[config.mk]
export PLATFORM = sky130hd
export DESIGN_NAME = gtfwizard_mac_example_gtfmac_hwchk_bitslip_ctrl
export DESIGN_NICKNAME = d
export VERILOG_FILES = /design/src/rtl/gtfmac_hwchk_bitslip_ctrl_pkg.sv /design/src/rtl/example_gtfmac_hwchk_bitlip_syncer_level.sv /design/src/rtl/gtfwizard_mac_example_gtfmac_hwchk_bitslip_ctrl.sv
export SDC_FILE = /design/constraint.sdc
export NUM_CORES = 1
export LEC_CHECK = 0
export ABC_CLOCK_PERIOD_IN_PS = 2700
export CAP_MARGIN = 20
export CORE_MARGIN = 2
export CORE_UTILIZATION = 48
export CTS_CLUSTER_SIZE = 24
export DETAILED_ROUTE_END_ITERATION = 10
export MAX_ROUTING_LAYER = met4
export PLACE_DENSITY = 0.69
export SKIP_CTS_REPAIR_TIMING = 1
export SYNTH_ARGS = -nofsm -noshare
export SYNTH_HDL_FRONTEND = slang
export SYNTH_SLANG_ARGS = --single-unit
[constraint.sdc]
create_clock -name rx_clk -period 2.7 [get_ports rx_clk]
set_clock_uncertainty 0.05 [all_clocks]
set_input_delay 0.405 -clock rx_clk [delete_from_list [all_inputs] [get_ports rx_clk]]
set_output_delay 0.405 -clock rx_clk [all_outputs]
set_load 0.01 [all_outputs]
[src/rtl/gtfmac_hwchk_bitslip_ctrl_pkg.sv]
// Shared state encodings and widths for the hwchk bitslip supervisory sequencer.
package gtfmac_hwchk_bitslip_ctrl_pkg;

  localparam int unsigned TIMER_W    = 24;
  localparam int unsigned STATE_W    = 3;
  localparam int unsigned RETRY_W    = 4;
  localparam int unsigned LOSS_CNT_W = 16;
  localparam int unsigned FILT_W     = TIMER_W;

  typedef enum logic [STATE_W-1:0] {
    IDLE      = 3'd0,
    RESET_BS  = 3'd1,
    WAIT_LOCK = 3'd2,
    CORRECT   = 3'd3,
    VERIFY    = 3'd4,
    LINK_UP   = 3'd5,
    FAIL      = 3'd6
  } ctrl_state_e;

endpackage

[src/rtl/example_gtfmac_hwchk_bitlip_syncer_level.sv]
// Three-flop level synchronizer for quasi-static control inputs.
module example_gtfmac_hwchk_bitlip_syncer_level (
  input  logic clk,
  input  logic rst_n,
  input  logic datain,
  output logic dataout
);

  logic [2:0] sync_q;

  always_ff @(posedge clk or negedge rst_n) begin
    if (!rst_n) begin
      sync_q <= 3'b000;
    end else begin
      sync_q <= {sync_q[1:0], datain};
    end
  end

  assign dataout = sync_q[2];

endmodule

[src/rtl/gtfwizard_mac_example_gtfmac_hwchk_bitslip_ctrl.sv]
// Supervisory sequencer: resets the bitslip adjuster, requests correction,
// qualifies block lock stability and re-acquires on failure or lock loss.
module gtfwizard_mac_example_gtfmac_hwchk_bitslip_ctrl
  import gtfmac_hwchk_bitslip_ctrl_pkg::*;
#(
  parameter int unsigned RST_CYCLES   = 16,
  parameter int unsigned LOCK_TIMEOUT = 1048576,
  parameter int unsigned DONE_TIMEOUT = 4096,
  parameter int unsigned HOLD_CYCLES  = 1024,
  parameter int unsigned LOSS_FILTER  = 8,
  parameter int unsigned MAX_RETRY    = 7
) (
  input  logic                  rx_clk,
  input  logic                  rx_rst_n,
  input  logic                  ctl_enable,
  input  logic                  ctl_rx_data_rate,
  input  logic                  stat_locked,
  input  logic                  stat_done,
  input  logic                  stat_excessive_bitslip,
  input  logic                  rx_block_lock,
  output logic                  bs_rst,
  output logic                  ctl_correct_bitslip,
  output logic [STATE_W-1:0]    stat_ctrl_state,
  output logic [RETRY_W-1:0]    stat_retry_cnt,
  output logic [LOSS_CNT_W-1:0] stat_lock_loss_cnt,
  output logic                  stat_link_up,
  output logic                  stat_fail
);

  localparam logic [TIMER_W-1:0] LD_RST   = TIMER_W'(RST_CYCLES - 1);
  localparam logic [TIMER_W-1:0] LD_LOCK  = TIMER_W'(LOCK_TIMEOUT - 1);
  localparam logic [TIMER_W-1:0] LD_DONE  = TIMER_W'(DONE_TIMEOUT - 1);
  localparam logic [FILT_W-1:0]  HOLD_END = FILT_W'(HOLD_CYCLES - 1);
  localparam logic [FILT_W-1:0]  LOSS_END = FILT_W'(LOSS_FILTER - 1);
  localparam logic [RETRY_W-1:0] RETRY_MX = RETRY_W'(MAX_RETRY);

  logic en_s;

  ctrl_state_e             state, state_nxt;
  logic [TIMER_W-1:0]      timer, timer_nxt;
  logic [FILT_W-1:0]       hold_cnt, hold_nxt;
  logic [FILT_W-1:0]       loss_cnt, loss_nxt;
  logic [RETRY_W-1:0]      retry_nxt;
  logic [LOSS_CNT_W-1:0]   lloss_nxt;
  logic                    rate_q, rate_nxt;
  logic                    fail_evt;

  example_gtfmac_hwchk_bitlip_syncer_level u_en_sync (
    .clk     (rx_clk),
    .rst_n   (rx_rst_n),
    .datain  (ctl_enable),
    .dataout (en_s)
  );

  function automatic logic [TIMER_W-1:0] timer_load(input ctrl_state_e s);
    case (s)
      RESET_BS:          timer_load = LD_RST;
      WAIT_LOCK, VERIFY: timer_load = LD_LOCK;
      CORRECT:           timer_load = LD_DONE;
      default:           timer_load = '0;
    endcase
  endfunction

  // Next-state, counter and failure evaluation
  always_comb begin
    state_nxt = state;
    timer_nxt = (timer != '0) ? timer - TIMER_W'(1) : timer;
    hold_nxt  = hold_cnt;
    loss_nxt  = loss_cnt;
    retry_nxt = stat_retry_cnt;
    lloss_nxt = stat_lock_loss_cnt;
    rate_nxt  = rate_q;
    fail_evt  = 1'b0;

    case (state)
      IDLE: begin
        if (en_s) state_nxt = RESET_BS;
      end
      RESET_BS: begin
        if (timer == '0) begin
          rate_nxt  = ctl_rx_data_rate;
          state_nxt = WAIT_LOCK;
        end
      end
      WAIT_LOCK: begin
        if (stat_excessive_bitslip) fail_evt = 1'b1;
        else if (stat_locked)       state_nxt = rate_q ? VERIFY : CORRECT;
        else if (timer == '0)       fail_evt = 1'b1;
      end
      CORRECT: begin
        if (stat_excessive_bitslip) fail_evt = 1'b1;
        else if (stat_done)         state_nxt = VERIFY;
        else if (timer == '0)       fail_evt = 1'b1;
      end
      VERIFY: begin
        if (rx_block_lock && (hold_cnt == HOLD_END)) begin
          state_nxt = LINK_UP;
        end else begin
          hold_nxt = rx_block_lock ? hold_cnt + FILT_W'(1) : '0;
          if (timer == '0) fail_evt = 1'b1;
        end
      end
      LINK_UP: begin
        if (rx_block_lock) begin
          loss_nxt = '0;
        end else if (loss_cnt == LOSS_END) begin
          if (!(&stat_lock_loss_cnt)) lloss_nxt = stat_lock_loss_cnt + LOSS_CNT_W'(1);
          state_nxt = RESET_BS;
        end else begin
          loss_nxt = loss_cnt + FILT_W'(1);
        end
      end
      default: ;
    endcase

    if (fail_evt) begin
      if (stat_retry_cnt == RETRY_MX) begin
        state_nxt = FAIL;
      end else begin
        retry_nxt = stat_retry_cnt + RETRY_W'(1);
        state_nxt = RESET_BS;
      end
    end

    if (state_nxt == LINK_UP) retry_nxt = '0;

    // Disable overrides everything else in the cycle
    if (!en_s) begin
      state_nxt = IDLE;
      retry_nxt = '0;
      lloss_nxt = stat_lock_loss_cnt;
    end

    if (state_nxt != state) begin
      timer_nxt = timer_load(state_nxt);
      hold_nxt  = '0;
      loss_nxt  = '0;
    end
  end

  // State, counters and registered outputs
  always_ff @(posedge rx_clk or negedge rx_rst_n) begin
    if (!rx_rst_n) begin
      state               <= IDLE;
      timer               <= '0;
      hold_cnt            <= '0;
      loss_cnt            <= '0;
      rate_q              <= 1'b0;
      stat_retry_cnt      <= '0;
      stat_lock_loss_cnt  <= '0;
      bs_rst              <= 1'b1;
      ctl_correct_bitslip <= 1'b0;
      stat_link_up        <= 1'b0;
      stat_fail           <= 1'b0;
    end else begin
      state               <= state_nxt;
      timer               <= timer_nxt;
      hold_cnt            <= hold_nxt;
      loss_cnt            <= loss_nxt;
      rate_q              <= rate_nxt;
      stat_retry_cnt      <= retry_nxt;
      stat_lock_loss_cnt  <= lloss_nxt;
      bs_rst              <= (state_nxt == IDLE) || (state_nxt == RESET_BS) || (state_nxt == FAIL);
      ctl_correct_bitslip <= (state_nxt == CORRECT);
      stat_link_up        <= (state_nxt == LINK_UP);
      stat_fail           <= (state_nxt == FAIL);
    end
  end

  assign stat_ctrl_state = STATE_W'(state);

endmodule
==> impl_metrics.toml, run 1 <==
[outcome]
outcome = "complete, but fails checks"
violations = "negative hold slack, negative setup slack"

[layout]
layout_common_cells = "102 x dfrtp_1, 87 x buf_4, 61 x nand2_1"
final_common_cell = "dfrtp_1"
area_growth_pct = 32.74
n_antenna_cell = 0
fin_nets = 745
final_cell_area_mm2 = 0.007670
drive_above_1_share_pct = 23.88
utilization_pct = 64.66

[drt]
drc = 0
drt_first_iter_violations = 366
routed_wl_um = 14870
wl_per_cell_um = 16.82
num_vias = 5042
viasPerCell = 5.704
first_pass_iters = 4
antenna_left = 0

[sta]
finalSetupViolations = 73
min_period_ns = 3.000
drv_slew = 0
worst_pin_slew_ns = 0.6896
finalSetupTns_ns = -16.15
slew_headroom_pct = 53.85
fin_worst_hold_slack_ns = -0.02901
finalHoldViolCount = 32
rsz0062_at_grt = "true"
fin_crit_sh_pct = 111.1
fmax_ghz = 0.3334
fin_ws_ns = -0.2996

[floorplan]
core-area_mm2 = 0.01186
dieArea_mm2 = 0.01293
floorplan.initialDensity_pct = 48.71
std_cell_rows = 40
die_x_um = 113.7
pin_count = 35
die-height_um = 113.7

[clocking]
clk_pin_slew_worst_paths_ns = 0.07
cts_tree = "done"
cts_sinks = 103
numCtsBuffers = 9
clkLatencyLatePin_ns = 0.37
cts-root-buf = "clkbuf_16"
cts_htree_levels = 3
ctsLongestPathBuffers = 2

[synthesis]
yosys-top-cells-area = "dfrtp_1 44%, xor2_1 5.5%, nand2_1 4.0%, mux2i_1 3.8%, xnor2_1 3.8%"
synth_top_family_by_area = "simple AND/OR/NAND/NOR gates"
syn-num-nets = 627
synth.mux.area_fraction_pct = 4.201
yosysTopAreaCell = "dfrtp_1"
ys_dominant_reg_cell = "dfrtp_1"
synthCells = 614
async_reset_ff_share_pct = 100.0
synth-compound-area-share_pct = 10.09
ys_ff_latch = 103
synth_fa_ha_area_share_pct = 1.083
yosys.area_share.simple_pct = 27.52
synth_top_area_share_pct = 44.17
yosysSeqAreaShare_pct = 44.63
synthDistinctLibCells = 58
synth_area_mm2 = 0.005778
synth_edf_count = 0
synthXorXnorAreaFrac_pct = 9.246
avgSynthCellArea_um2 = 9.410
yosysWarnings = 0

[setup_path]
start_kind = "flip-flop"
critPathRequiredTime_ns = 2.93
worstReg2RegEnd = "timer[7]"
cp-end-kind = "flip-flop"
worstSetupPathType = "flip-flop to flip-flop"
crit_fanout = 6
r2r-start = "timer[18]"
r2r_slack_ns = -0.30
critPathArrivalTime_ns = 3.23
rr_worst_depth = 11

[power]
p_total_mw = 4.944
p_sw_mw = 1.553
leakage_nw = 3.335
p_sw_share_pct = 31.41
power_frac_clock_pct = 28.7
seq_power_share_pct = 35.8
ir_worst_vdd_uv = 377.9
p_per_area_mw_per_mm2 = 644.6
internal-power_mw = 3.391
p_comb_share_pct = 35.5

[place]
routabilityCongestion = 0.9014
portBuffers = 34
dpl_cell_area_mm2 = 0.006868
dp_hpwl_um = 9794

[global_route]
use_met3_pct = 4.623
grt_use_met1_pct = 29.55
overflow = 0
met2_usage_pct = 37.56
gr-usage-all-layers_pct = 23.46
grt_pass1_wl_um = 23520
grt_pass1_vias = 4950
grt-busiest-layer = "met2"
antenna_found_initial = 0
grt_max_degree = 64

[run]
cap_viol_max_count = 0

[hold_path]
hp-class = "input port to async pin"
power by group through the flow:
| stage | sequential [mW] | combinational (mW) | clock (mW) |
|---|---|---|---|
| after detailed placement | 1.79 | 1.39 | 0 |
| after global placement | 1.79 | 1.35 | 0 |
| after CTS | 1.77 | 1.40 | 1.45 |
| final | 1.77 | 1.76 | 1.42 |
| after global routing | 1.78 | 1.90 | 1.52 |
| after floorplan | 1.80 | 0.887 | 0 |
metal layers:
metal	up-vias	wire [µm]
li1	2438	-
met1	2478	6496
met2	99	7447
met3	27	528
met4	0	395
met5	-	0
cells by family after synthesis:
logic type	count (synthesis)
buffers and inverters	33
adders and majority gates	5
DFF	103
muxes	24
AOI/OAI and AO/OA	97
and+or+nand+nor	291
xor gates and xnor gates	61
layout make-up:
type	instances	area, µm²
fill	951	4192
multi-input combinational	478	3313
sequential	103	2579
timing repair buffer	135	1255
clock buffer	10	229.0
tap	147	183.9
clock inverter	6	91.34
inverter	5	18.77
through the flow:
stage / setup slack (ns) / std cells
final: -0.2996 / 884
after global routing: -0.3926 / 884
after CTS: -0.3576 / 870
after detailed placement: -0.5554 / 854
after global placement: -0.3876 / 854
after floorplan: -0.06400 / 614
worst max-delay path by stage:
stage | startpoint | endpoint | slack, ns | depth (start not counted)
2_1_floorplan | timer[9] | timer[10] | -0.06 | 10
3_3_place_gp | rx_block_lock | timer[12] | -0.39 | 10
3_5_place_dp | rx_block_lock | hold_cnt[18] | -0.56 | 10
4_1_cts | timer[15] | timer[5] | -0.36 | 10
5_1_grt | timer[18] | timer[6] | -0.39 | 11
6_report | timer[18] | timer[7] | -0.30 | 11
worst max-delay path: stages (launching register included):
cell	delay, ns
dfrtp_1	0.39
or4_4	0.56
nor3_4	0.30
a41oi_2	0.19
a21oi_2	0.18
buf_6	0.14
a21oi_4	0.03
o211a_1	0.27
o2111ai_4	0.30
buf_12	0.17
clkbuf_16	0.15
mux2i_1	0.19
cell usage after synthesis, types with 2 or more instances:
| cell type | n |
|---|---|
| a31oi_1 | 12 |
| or4_1 | 4 |
| nor2_1 | 56 |
| nand3b_1 | 9 |
| xor2_1 | 36 |
| o21ai_1 | 2 |
| dfrtp_1 | 102 |
| o2111ai_1 | 3 |
| ha_1 | 5 |
| or2_2 | 2 |
| nand2_1 | 61 |
| nor3_2 | 10 |
| nand3_1 | 30 |
| nor4b_1 | 5 |
| xnor2_1 | 25 |
| and2_1 | 8 |
| nand2b_1 | 4 |
| mux2i_1 | 22 |
| nor3b_1 | 2 |
| or3_1 | 17 |
| and3_1 | 19 |
| a21oi_1 | 34 |
| clkbuf_1 | 19 |
| o21ai_0 | 29 |
| a21o_1 | 3 |
| nand4_1 | 11 |
| buf_12 | 2 |
| inv_1 | 5 |
| and4_1 | 5 |
| buf_4 | 4 |
| nor3_1 | 26 |
| buf_6 | 2 |
| mux2_2 | 2 |
| nor4_1 | 14 |
flip-flops by register name, indices dropped and copies added (netlist names):
register and count:
stat_fail 1, u_en_sync.sync_q 3, hold_cnt 24, timer 24
rate_q 1, stat_link_up 1, loss_cnt 24, bs_rst 1
stat_retry_cnt 4, stat_lock_loss_cnt 16, stat_ctrl_state 3, ctl_correct_bitslip 1
Note: power is estimated with default switching activity, not from simulation.
==> run 2, diff against run 1 <==
- CORE_MARGIN: 2 -> 1.5
==> impl_metrics.toml, run 2 (synthesis gave the netlist of run 1 again) <==
[outcome]
outcome = "complete, but fails checks"
violations = "negative setup slack"

[run]
cap_viol_max_count = 0

[setup_path]
r2r_slack_ns = -0.32
worstReg2RegEnd = "timer[6]"
path_cells = "or4_4, nor3_4, buf_6, nand4_4, a21boi_4, a21oi_4, o211a_1, o2111ai_4, buf_12, buf_12, mux2i_1"
critPathRequiredTime_ns = 2.93
worstSetupPathType = "flip-flop to flip-flop"
crit_slowest_cell = "or4_4"
crit_fanout = 7
cp-end-kind = "flip-flop"
critPathArrivalTime_ns = 3.25
cp.buffers_inverters = 3
cpMostUsedCell = "buf_12"
r2r-start = "timer[6]"
start_kind = "flip-flop"
path_delay_family = "simple AND/OR/NAND/NOR gates"
max_stage_delay_ns = 0.57
rr_worst_depth = 11

[layout]
drive_above_1_share_pct = 26.44
utilization_pct = 66.40
fin_cells = 888
layout_common_cells = "102 x dfrtp_1, 88 x buf_4, 60 x nand2_1"
final_common_cell = "dfrtp_1"
reg.largest.list = "hold_cnt x24, loss_cnt x24, timer x24"
n_antenna_cell = 0
fillers = 891
final_cell_area_mm2 = 0.007679
area_growth_pct = 32.89
fin_nets = 753

[sta]
finalHoldViolCount = 0
min_period_ns = 3.017
fin_crit_sh_pct = 111.7
drv_slew = 0
rsz0062_at_grt = "true"
fin_ws_ns = -0.3168
worst_pin_slew_ns = 0.7164
slew_headroom_pct = 52.24
fmax_ghz = 0.3315
finalSetupViolations = 72

[drt]
antenna_left = 0
wl_met1_um = 6466
drt_first_iter_violations = 360
first_pass_iters = 4
drc = 0
route.met3.wl_um = 545
met2WireLength_um = 7698
wl_per_cell_um = 16.88
routed_wl_um = 14990
num_vias = 5154
viasPerCell = 5.804
top_layer = "met4"

[global_route]
grt_max_degree = 55
gr-usage-all-layers_pct = 23.69
grt_pass1_wl_um = 23630
overflow = 0
grt_pass1_vias = 5040
antenna_found_initial = 0

[place]
dp_hpwl_um = 9834
routabilityCongestion = 0.8729
dpl_cell_area_mm2 = 0.006835
dp.cells = 848
pre_cts_slack_ns = -0.5751
portBuffers = 34

[floorplan]
die_x_um = 112.7
core-area_mm2 = 0.01156
std_cell_rows = 39
floorplan.initialDensity_pct = 49.96
die-height_um = 112.7
dieArea_mm2 = 0.01270
pin_count = 35

[power]
ir_worst_vdd_uv = 419.4
leakage_nw = 3.383
p_per_area_mw_per_mm2 = 626.1
p_total_mw = 4.808

[clocking]
ctsLongestPathBuffers = 2
clkLatencyLatePin_ns = 0.36
clk_pin_slew_worst_paths_ns = 0.07
cts_tree = "done"
cts-root-buf = "clkbuf_16"
cts_sinks = 103
numCtsBuffers = 9
cts_htree_levels = 3

[hold_path]
hp-class = "input port to async pin"
## run 2: worst reg2reg max path, cell delays in order, from the launching register on
cell       delay [ns]
dfrtp_1          0.38
or4_4            0.57
nor3_4           0.26
buf_6            0.14
nand4_4          0.14
a21boi_4         0.22
a21oi_4          0.08
o211a_1          0.27
o2111ai_4        0.32
buf_12           0.18
buf_12           0.14
mux2i_1          0.20
## run 2: how the worst max path moves through the flow
stage / end / slack (ns) / cells past startpoint / start
5_1_grt: timer[0] / -0.40 / 11 / timer[6]
4_1_cts: timer[16] / -0.34 / 10 / timer[15]
6_report: timer[6] / -0.32 / 11 / timer[6]
3_3_place_gp: timer[7] / -0.44 / 10 / rx_block_lock
2_1_floorplan: timer[10] / -0.06 / 10 / timer[9]
3_5_place_dp: hold_cnt[15] / -0.58 / 10 / rx_block_lock
## run 2: layout make-up
cell class	instances	area (µm²)	share of cell area (%)
Multi-Input combinational cell	478	3288	42.82
Sequential cell	103	2579	33.58
Clock buffer	11	242.7	3.161
Clock inverter	5	40.04	0.5214
Timing Repair Buffer	143	1331	17.34
Tap cell	143	178.9	2.330
Inverter	5	18.77	0.2444
## run 2: report_power, final
group	total, mW	internal (mW)	switching [mW]
clock	1.27	0.658	0.616
combinational	1.76	0.909	0.850
sequential	1.78	1.67	0.104
## run 2: through the flow
| stage | TNS [ns] | hold WS, ns |
|---|---|---|
| 2_1_floorplan | -2.028 | 0.05941 |
| 4_1_cts | -16.07 | 0.07174 |
| 3_5_place_dp | -38.00 | 0.2905 |
| 3_3_place_gp | -29.23 | 0.2873 |
| 6_report | -17.77 | 0.03713 |
| 5_1_grt | -25.38 | 0.09777 |
## run 2: per-layer routing
metal | GRT usage (%) | up-vias
met5 | - | -
met3 | 5.303 | 22
met4 | 6.835 | 0
met1 | 29.44 | 2556
li1 | - | 2462
met2 | 39.11 | 114
==> run 3, diff against run 2 <==
- CORE_UTILIZATION: 48 -> 54
- PLACE_DENSITY: 0.69 -> 0.76
==> impl_metrics.toml, run 3 (synthesis gave the netlist of run 1 again) <==
[run]
cap_viol_max_count = 0

[global_route]
grt_pass1_vias = 5128
grt_max_degree = 52
overflow = 0
grt_pass1_wl_um = 23590
antenna_found_initial = 0
gr-usage-all-layers_pct = 26.55

[sta]
drv_slew = 0
fin_ws_ns = -0.2932
rsz0062_at_grt = "true"
fmax_ghz = 0.3341
fin_crit_sh_pct = 110.9
finalSetupTns_ns = -16.55
finalHoldViolCount = 5
fin_worst_hold_slack_ns = -0.006537
worst_pin_slew_ns = 0.9101
slew_headroom_pct = 39.10
finalSetupViolations = 72
min_period_ns = 2.993

[floorplan]
core-area_mm2 = 0.01037
die_x_um = 106.4
pin_count = 35
std_cell_rows = 37
dieArea_mm2 = 0.01133
die-height_um = 106.4
floorplan.initialDensity_pct = 55.72

[setup_path]
cpMostUsedCell = "buf_6"
max_stage_delay_ns = 0.57
cp-end-kind = "flip-flop"
critPathArrivalTime_ns = 3.23
crit_fanout = 16
worstSetupPathType = "flip-flop to flip-flop"
crit_slowest_cell = "or4_4"
critPathRequiredTime_ns = 2.94
rr_worst_depth = 12
start_kind = "flip-flop"
path_cells = "or4_4, nor3_4, buf_6, nand4_4, buf_6, o21a_1, nor2_1, o211a_1, o2111ai_4, buf_4, buf_12, nor3_1"

[drt]
antenna_left = 0
routed_wl_um = 14520
first_pass_iters = 5
drt_first_iter_violations = 335
wl_per_cell_um = 16.58
drc = 0
num_vias = 5192
viasPerCell = 5.927

[clocking]
clk_pin_slew_worst_paths_ns = 0.10
ctsLongestPathBuffers = 2
numCtsBuffers = 9
cts-root-buf = "clkbuf_8"
cts_htree_levels = 3
clkLatencyLatePin_ns = 0.38
cts_sinks = 103
cts_tree = "done"

[layout]
fillers = 770
layout_common_cells = "102 x dfrtp_1, 91 x buf_4, 61 x nand2_1"
reg.largest.list = "hold_cnt x24, loss_cnt x24, timer x24"
n_antenna_cell = 0
final_common_cell = "dfrtp_1"
utilization_pct = 72.10
drive_above_1_share_pct = 23.65
area_growth_pct = 29.41
fin_nets = 748

[outcome]
violations = "negative hold slack, negative setup slack"
outcome = "complete, but fails checks"

[place]
pre_cts_slack_ns = -0.4967
routabilityCongestion = 0.8932
portBuffers = 34
dp_hpwl_um = 9765

[hold_path]
hp-class = "input port to async pin"

[power]
p_per_area_mw_per_mm2 = 633.6
leakage_nw = 3.379
p_total_mw = 4.737
ir_worst_vdd_uv = 484.8
-- run 3: cell types whose count changed in the layout (fill, tap and decap cells not counted), moves of 4 or more --
cell	delta
a21oi_1	+12
a21oi_2	-11
buf_6	-5
bufinv_16	+4
clkbuf_16	-9
clkbuf_8	+9
nor2_1	+8
nor2_4	-6
nor3_1	-4
nor3_2	+5
-- run 3: routing by layer --
layer	global-route usage [%]	vias to the layer above	wire [µm]
met1	33.05	2563	6277
met2	44.88	153	7293
li1	-	2448	-
met3	4.414	28	653
met5	-	-	0
met4	7.619	0	298
-- run 3: through the flow --
step / cells / instance area [µm²]
6_report: 876 / 7477
3_3_place_gp: 848 / 6892
3_5_place_dp: 848 / 6892
5_1_grt: 876 / 7477
2_1_floorplan: 614 / 5793
4_1_cts: 864 / 7167
-- run 3: worst paths after layout --
| check | startpoint | to | slack (ns) |
|---|---|---|---|
| setup / recovery | timer[15] | hold_cnt[15] | -0.29 |
| hold / removal | rx_rst_n | timer[17] | -0.007 |
| setup reg to reg | timer[15] | hold_cnt[15] | -0.29 |
| hold reg to reg | u_en_sync.sync_q[1] | u_en_sync.sync_q[2] | 0.30 |
| max in group asynchronous | rx_rst_n | stat_lock_loss_cnt[2] | 1.92 |
| min in group rx_clk | u_en_sync.sync_q[1] | u_en_sync.sync_q[2] | 0.30 |
-- run 3: area by class of cell --
type,count,area [µm²],share of cell area [%]
clock buffers,10,137.6,1.841
multi-input cells,478,3187,42.62
flip-flops and latches,103,2579,34.49
repair buffers,138,1247,16.68
well taps,136,170.2,2.276
inverters,5,18.77,0.2510
clock inverters,6,137.6,1.841
-- run 3: power breakdown --
group,internal (mW),switching (mW),total [mW]
sequential,1.67,0.0977,1.77
combinational,0.854,0.822,1.68
clock,0.741,0.552,1.29
total,3.27,1.47,4.74
-- run 3: critical path, delay by kind of cell (launching register included) --
family                 cells  cell delay (ns)
AO/OA/AOI/OAI              3             0.56
buffers and inverters      4             0.64
flip-flops                 1             0.39
AND/OR/NAND/NOR            5             1.25
